`config.mk`:
```
export PLATFORM = sky130hd
export DESIGN_NAME = uart_tx_frame
export DESIGN_NICKNAME = d
export VERILOG_FILES = /design/src/rtl/uart_tx_frame.sv
export SDC_FILE = /design/constraint.sdc
export NUM_CORES = 1
export LEC_CHECK = 0
export CORE_ASPECT_RATIO = 1.1
export CORE_MARGIN = 2
export CORE_UTILIZATION = 55
export DETAILED_ROUTE_END_ITERATION = 7
export PLACE_DENSITY_LB_ADDON = 0.3
export SLEW_MARGIN = 5
export SYNTH_ARGS = -nofsm -noshare
export SYNTH_HDL_FRONTEND = slang
export SYNTH_SLANG_ARGS = --single-unit
```
`constraint.sdc`:
```
create_clock -name clk -period 2.8 [get_ports clk]
set_clock_uncertainty 0.2 [all_clocks]
set_input_delay 0.56 -clock clk [delete_from_list [all_inputs] [get_ports clk]]
set_output_delay 0.56 -clock clk [all_outputs]
set_load 0.005 [all_outputs]
```
`src/rtl/uart_tx_frame.sv`:
```
// -----------------------------------------------------------------------------
// uart_tx_frame
//
// Serial UART transmitter for the 8N1 / 8E1 link. It accepts one parallel word
// through a valid/ready handshake and shifts it out LSB-first on an idle-high
// line. Each frame is a start bit, DATA_BITS data bits, an optional even-parity
// bit, and a stop bit. Every bit is held for CLKS_PER_BIT clock cycles.
//
// Ports:
//   clk       in   system clock; all state changes on the rising edge
//   rst       in   synchronous, active-high reset
//   tx_data   in   word to send; sampled only on the handshake edge
//   tx_valid  in   host has a word to send
//   tx_ready  out  high only in IDLE; the block can accept a word
//   tx        out  registered serial line, idle high
//   busy      out  registered; high while a frame is in progress
//   done      out  one-cycle pulse in the first IDLE cycle after the stop bit
// -----------------------------------------------------------------------------
module uart_tx_frame #(
    parameter int CLKS_PER_BIT = 16,
    parameter int DATA_BITS    = 8,
    parameter int PARITY_EN    = 0
) (
    input  logic                 clk,
    input  logic                 rst,
    input  logic [DATA_BITS-1:0] tx_data,
    input  logic                 tx_valid,
    output logic                 tx_ready,
    output logic                 tx,
    output logic                 busy,
    output logic                 done
);

    localparam int CW = (CLKS_PER_BIT > 1) ? $clog2(CLKS_PER_BIT) : 1;
    localparam int BW = (DATA_BITS > 1) ? $clog2(DATA_BITS) : 1;

    localparam logic [CW-1:0] CYC_LAST = CW'(CLKS_PER_BIT - 1);
    localparam logic [BW-1:0] BIT_LAST = BW'(DATA_BITS - 1);

    typedef enum logic [2:0] {
        S_IDLE,
        S_START,
        S_DATA,
        S_PARITY,
        S_STOP
    } state_e;

    state_e                 state_q, state_d;
    logic [CW-1:0]          cyc_q,   cyc_d;
    logic [BW-1:0]          bit_q,   bit_d;
    logic [DATA_BITS-1:0]   shift_q, shift_d;
    logic                   par_q,   par_d;
    logic                   tx_q,    tx_d;
    logic                   busy_q,  busy_d;
    logic                   done_q,  done_d;

    logic bit_end;

    // Last cycle of the current serial bit.
    assign bit_end = (cyc_q == CYC_LAST);

    // -------------------------------------------------------------------------
    // Next-state and next-output logic
    // -------------------------------------------------------------------------
    always_comb begin
        // NOTE: every signal gets a default before the case so no path leaves
        // it unassigned; otherwise synthesis infers a latch.
        state_d = state_q;
        cyc_d   = cyc_q;
        bit_d   = bit_q;
        shift_d = shift_q;
        par_d   = par_q;
        done_d  = 1'b0;

        // The cycle counter runs freely inside a frame and wraps on every
        // bit boundary, so all bit-timed states share it.
        if (state_q != S_IDLE) begin
            cyc_d = bit_end ? '0 : cyc_q + 1'b1;
        end

        case (state_q)
            S_IDLE: begin
                // tx_ready is high whenever we are in IDLE, so tx_valid alone
                // completes the handshake here.
                if (tx_valid) begin
                    shift_d = tx_data;
                    par_d   = 1'b0;
                    bit_d   = '0;
                    cyc_d   = '0;
                    state_d = S_START;
                end
            end

            S_START: begin
                if (bit_end) begin
                    state_d = S_DATA;
                end
            end

            S_DATA: begin
                if (bit_end) begin
                    par_d   = par_q ^ shift_q[0];
                    shift_d = shift_q >> 1;
                    if (bit_q == BIT_LAST) begin
                        bit_d   = '0;
                        state_d = (PARITY_EN != 0) ? S_PARITY : S_STOP;
                    end else begin
                        bit_d = bit_q + 1'b1;
                    end
                end
            end

            S_PARITY: begin
                if (bit_end) begin
                    state_d = S_STOP;
                end
            end

            S_STOP: begin
                if (bit_end) begin
                    state_d = S_IDLE;
                    done_d  = 1'b1;
                end
            end

            default: begin
                state_d = S_IDLE;
            end
        endcase

        busy_d = (state_d != S_IDLE);

        // The line level is computed from the *next* state so that the
        // registered tx changes on the same edge as the state register.
        // This gives the 1-cycle handshake-to-start latency with no
        // combinational path from tx_valid to the pin.
        case (state_d)
            S_START:  tx_d = 1'b0;
            S_DATA:   tx_d = shift_d[0];
            S_PARITY: tx_d = par_d;
            default:  tx_d = 1'b1;
        endcase
    end

    // -------------------------------------------------------------------------
    // State registers
    // -------------------------------------------------------------------------
    always_ff @(posedge clk) begin
        // NOTE: sequential state uses non-blocking assignments so every flop
        // samples the pre-edge values, regardless of statement order.
        if (rst) begin
            // NOTE: the shift register and parity accumulator are reset too.
            // They are not observable until a handshake reloads them, but
            // resetting them keeps simulation free of X on tx.
            state_q <= S_IDLE;
            cyc_q   <= '0;
            bit_q   <= '0;
            shift_q <= '0;
            par_q   <= 1'b0;
            tx_q    <= 1'b1;
            busy_q  <= 1'b0;
            done_q  <= 1'b0;
        end else begin
            state_q <= state_d;
            cyc_q   <= cyc_d;
            bit_q   <= bit_d;
            shift_q <= shift_d;
            par_q   <= par_d;
            tx_q    <= tx_d;
            busy_q  <= busy_d;
            done_q  <= done_d;
        end
    end

    assign tx_ready = (state_q == S_IDLE);
    assign tx       = tx_q;
    assign busy     = busy_q;
    assign done     = done_q;

endmodule

```
==> out/results.txt, run 1 <==
Antenna diodes: 0
CTS Root Cell: clkbuf_4
startpoint types: register
RSZ-0062 raised after global routing: no
synthesized flop and latch total: 22
Cell variety after synth: 34
die height: 50.1 um
1st-pass router iterations: 4
clock sink count: 22
Mapped Area: 0.00106 sq mm
routability cong.: 0.845
htree depth: 1
Ys Warns: 0
Hold-fix buffers, CTS: 0
Yosys top cell by area: dfxtp_1
Crit path arrival time: 1.93 ns
number of synthesized flops with an enable pin: 0
drt initial violations: 25
number of routed nets with antenna violations: 0
gr ovfl total: 0
vias in the first global route: 789
Top FF cell, synth: dfxtp_1
# placed instances: 144
CTS buffer count: 3
drt total wl: 1.92 mm
Lkg Pwr: 0.000474 uW
# setup viols final: 0
CTS resizes: 0
commonest non-fill, non-tap cell in the layout: dfxtp_1
I/O pin count: 15
post-synthesis average cell area: 8.99 sq um
FILL cells: 146
first-pass GRT wire length: 3.26 mm
top post-synthesis cells by area: dfxtp_1 42%, a21oi_1 5.7%, a22oi_1 5.0%, nand2_1 4.2%, nor2_1 4.2%
Syn Inst Count: 118
CP endpoint kind: output port
All-Layer GR Usage: 0.189
fin. max-slew vios: 0
Finished Layout Cells: 148
Worst-Skew Late Latency: 0.31 ns
final net count: 145
CP required: 2.04 ns
commonest non-fill, non-tap cells in the layout: 22 x dfxtp_1, 14 x clkdlybuf4s50_1, 12 x nor2_1, 12 x nand2_1, 12 x a21oi_1
# port buffers: 14
antenna violations before repair: 0
status: complete, no violations
Worst VDD drop: 507 uV
syn_nets: 132
Chip Width: 45.9 um
share of layout cells above drive strength 1: 0.115
total number of vias: 877
core area: 0.00180 sq mm
PwrDens: 526 mW/mm^2
starting density of the core: 0.589
die area: 0.00230 sq mm
post-synth top area share: 0.415
Reg clk slew, reported paths: 0.13 ns
clk buf depth: 2
P&R area growth vs syn: 16.7%
fmax: 372 MHz
critical path fanouts, max: 11
row cnt: 16
final period utilization: 0.960
setup_tns: 0 ns
fin crit period: 2.69 ns
Via density: 5.93
WL per Instance: 13.0 um
worst-margin pin slew: 0.415 ns
Slew Limit Headroom: 0.722
DP Wirelength: 1.42 mm
CTS tree: built
FFs w/ async S/R, synth: 0
postcts setup bufs: 0
# DRC: 0
post-synthesis sequential area ratio: 0.415
largest net degree at the start of global routing: 14
HP Class: register to register
Hold Violations, Final: 0
Setup Crit Path Kind: register to output port
max-cap violations: 0
## cell families after synthesis
logic type	after synthesis	synth area share
fa+ha+maj	3	0.0354
buf+inv	12	0.0637
xor+xnor	1	0.00826
flops	22	0.415
compound gates	31	0.216
simple gates	49	0.262
## layer usage
layer / up-vias / part of all wire / track usage
met5: - / 0 / 0
met4: 0 / 0.011 / 0.0571
met3: 4 / 0.035 / 0.0220
met2: 29 / 0.50 / 0.322
met1: 395 / 0.45 / 0.241
li1: 449 / - / -
## worst max-delay path, cell delays in order, from the launching register on
cell	delay, ns
dfxtp_1	0.45
or3_1	0.55
inv_1	0.12
clkdlybuf4s50_1	0.50
## final timing paths
path | depth (start not counted) | slack [ns] | startpoint | to
max | 3 | 0.11 | state_q[2] | tx_ready
min | 2 | 0.27 | shift_q[6] | shift_q[6]
max reg2reg | 5 | 0.86 | cyc_q[0] | shift_q[4]
min reg2reg | 2 | 0.27 | shift_q[6] | shift_q[6]
## state kept, by name, indices dropped and copies added, names as in the netlist
name / cells
state_q: 3
shift_q: 8
bit_q: 3
tx: 1
par_q: 1
busy: 1
done: 1
cyc_q: 4
## final cells by class
cell class                 instances  area [sq um]  share of cell area
multi-input combinational         84           553               0.446
sequential                        22           440               0.356
clock inverter                     1          30.0              0.0242
inverter                           4          15.0              0.0121
tap                               18          22.5              0.0182
timing repair buffer              16           155               0.125
clock buffer                       3          22.5              0.0182
## synthesized netlist by cell type, types with 2 or more instances
cell type / instances
inv_1: 4
nand2_1: 12
dfxtp_1: 22
buf_2: 2
a22oi_1: 7
clkbuf_1: 2
nor3b_2: 2
and3_1: 3
and2_1: 3
a32oi_1: 2
nor3_1: 2
nand3b_1: 4
a21oi_1: 12
buf_6: 2
a21oi_2: 3
ha_1: 3
nor2_1: 12
nand3_1: 5
## per-stage QoR
stage	instance area (sq um)	hold WS, ns	power [uW]	util	setup WS [ns]
CTS	1240	0.274	653	0.688	0.115
global route	1240	0.279	675	0.688	0.0471
detailed placement	1190	0.256	413	0.658	0.454
floorplan	1060	0.232	384	-	0.993
global placement	1190	0.250	412	0.658	0.485
finish	1240	0.273	651	0.688	0.112
## where the power goes
group          switching [uW]  total [uW]  internal (uW)  leakage (uW)
clock                     101         245            145     0.0000279
combinational            32.2        71.0           38.7      0.000267
sequential               9.37         335            325      0.000180
total                     142         651            509      0.000474
Power figures use the tool's default switching activity.
==> run 2: changes to the inputs <==
--- a/config.mk
+++ b/config.mk
@@ -9,6 +9,8 @@
 export CORE_MARGIN = 2
 export CORE_UTILIZATION = 55
 export DETAILED_ROUTE_END_ITERATION = 7
+export DONT_BUFFER_PORTS = 1
+export GPL_TIMING_DRIVEN = 0
 export PLACE_DENSITY_LB_ADDON = 0.3
 export SLEW_MARGIN = 5
 export SYNTH_ARGS = -nofsm -noshare
==> run 2 against run 1 <==
Net effect:
- maximum frequency increased by 23%
- sequential share of layout area increased by 4.3 points
- global-route usage increased by 1.5 points
- wire length increased by 3.1%
- die area unchanged
- sequential power about the same
- sequential cell count unchanged
- total power decreased by 19%
- critical path type unchanged
==> out/results.txt, run 2 (same netlist as run 1, synthesis figures left out) <==
status: complete, no violations
fmax: 456 MHz
CP startpoint: state_q[2]
fin crit period: 2.19 ns
largest net degree at the start of global routing: 12
CP max-delay cell: dfxtp_1
vias in the first global route: 835
RR Endpoint: tx
1st-pass router iterations: 4
final net count: 137
DP Wirelength: 1.49 mm
Slew Limit Headroom: 0.670
gr ovfl total: 0
family with the most delay on the worst path: buffers and inverters
CTS buffer count: 3
drt initial violations: 17
Largest Register: shift_q
WL per Instance: 14.2 um
antenna violations before repair: 0
Largest regs: shift_q x8, cyc_q x4
Worst-Skew Late Latency: 0.29 ns
total number of vias: 854
Reg clk slew, reported paths: 0.11 ns
critical path fanouts, max: 10
All-Layer GR Usage: 0.204
CP required: 2.04 ns
worst-margin pin slew: 0.495 ns
Worst Hold Slack: 0.186 ns
die height: 50.1 um
# placed instances: 136
# port buffers: 0
Setup Crit Path Kind: register to output port
first-pass GRT wire length: 3.57 mm
RSZ-0062 raised after global routing: no
die area: 0.00230 sq mm
CTS resizes: 0
I/O pin count: 15
Via density: 6.14
Hold Violations, Final: 0
CP peak stage delay: 0.36 ns
CP endpoint kind: output port
share of layout cells above drive strength 1: 0.149
final period utilization: 0.783
max reg flops: 8
number of routed nets with antenna violations: 0
core area: 0.00180 sq mm
drt total wl: 1.98 mm
Lkg Pwr: 0.000430 uW
Hold EP: shift_q[7]
Antenna diodes: 0
Worst VDD drop: 279 uV
Crit path arrival time: 1.43 ns
Chip Width: 45.9 um
PnR Total Power: 525 uW
Hold Path Stages: 2
Hold-fix buffers, CTS: 0
P&R area growth vs syn: 4.25%
htree depth: 1
postcts setup bufs: 0
row cnt: 16
# setup viols final: 0
fin. max-slew vios: 0
commonest non-fill, non-tap cells in the layout: 22 x dfxtp_1, 12 x nor2_1, 12 x nand2_1, 12 x a21oi_1, 7 x a22oi_1
Worst R2R Start: cyc_q[0]
starting density of the core: 0.589
CTS tree: built
reg2reg setup slack: 0.83 ns
max-cap violations: 0
Placement Cell Area: 0.00108 sq mm
# DRC: 0
clk buf depth: 2
commonest non-fill, non-tap cell in the layout: dfxtp_1
fin area: 0.00111 sq mm
HP Start: tx_data[7]
Bufs and invs on worst path: 3
CTS Root Cell: clkbuf_4
Finished Layout Cells: 139
HP Class: input port to register
routability cong.: 0.809
clock sink count: 22
PwrDens: 475 mW/mm^2
Reg2Reg Depth: 5
setup_tns: 0 ns
startpoint types: register
worst-path cell chain: buf_6 -> or3_1 -> buf_2 -> inv_1
run 2: cell count changes in the layout (fill, tap and decap cells not counted), sizes merged:
cell           change
clkbuf             +3
buf                +3
bufinv             -1
clkdlybuf4s50     -14
run 2: worst max path at each step:
stage	end	slack, ns	cells after the start
finish	tx_ready	0.61	4
global route	tx_ready	0.54	4
CTS	tx_ready	0.59	4
detailed placement	tx	0.88	5
global placement	tx	0.91	5
floorplan	tx_ready	0.99	4
run 2: per-layer routing:
metal  track usage  wire (um)  vias to the layer above  part of all wire
met1         0.277        876                      402              0.44
met3        0.0366         79                        2             0.040
met5             0          0                        -                 0
met2         0.315       1010                       16              0.51
met4        0.0762         14                        0            0.0071
li1              -          -                      434                 -
run 2: worst register-to-register path, cell delays in order (launching register included):
cell and delay, ns:
dfxtp_1 0.40, ha_1 0.31, and3_1 0.34, a21oi_2 0.17, a221oi_2 0.29, a32oi_1 0.14
run 2: power by group:
group	internal [uW]	switching, uW	leakage, uW
logic	23.3	32.6	0.000236
clock network	50.0	87.1	0.0000138
registers	325	6.74	0.000180
total	399	126	0.000430
run 2: cell type report:
cell class	instances	area (sq um)
flip-flops and latches	22	440
clock buffers	3	22.5
plain buffers	8	52.6
well taps	18	22.5
inverters	4	15.0
fillers	158	696
multi-input cells	84	553
run 2: metrics by stage:
step / setup WS, ns / util
finish: 0.608 / 0.614
global route: 0.536 / 0.614
CTS: 0.590 / 0.614
detailed placement: 0.878 / 0.601
global placement: 0.911 / 0.601
floorplan: 0.993 / -
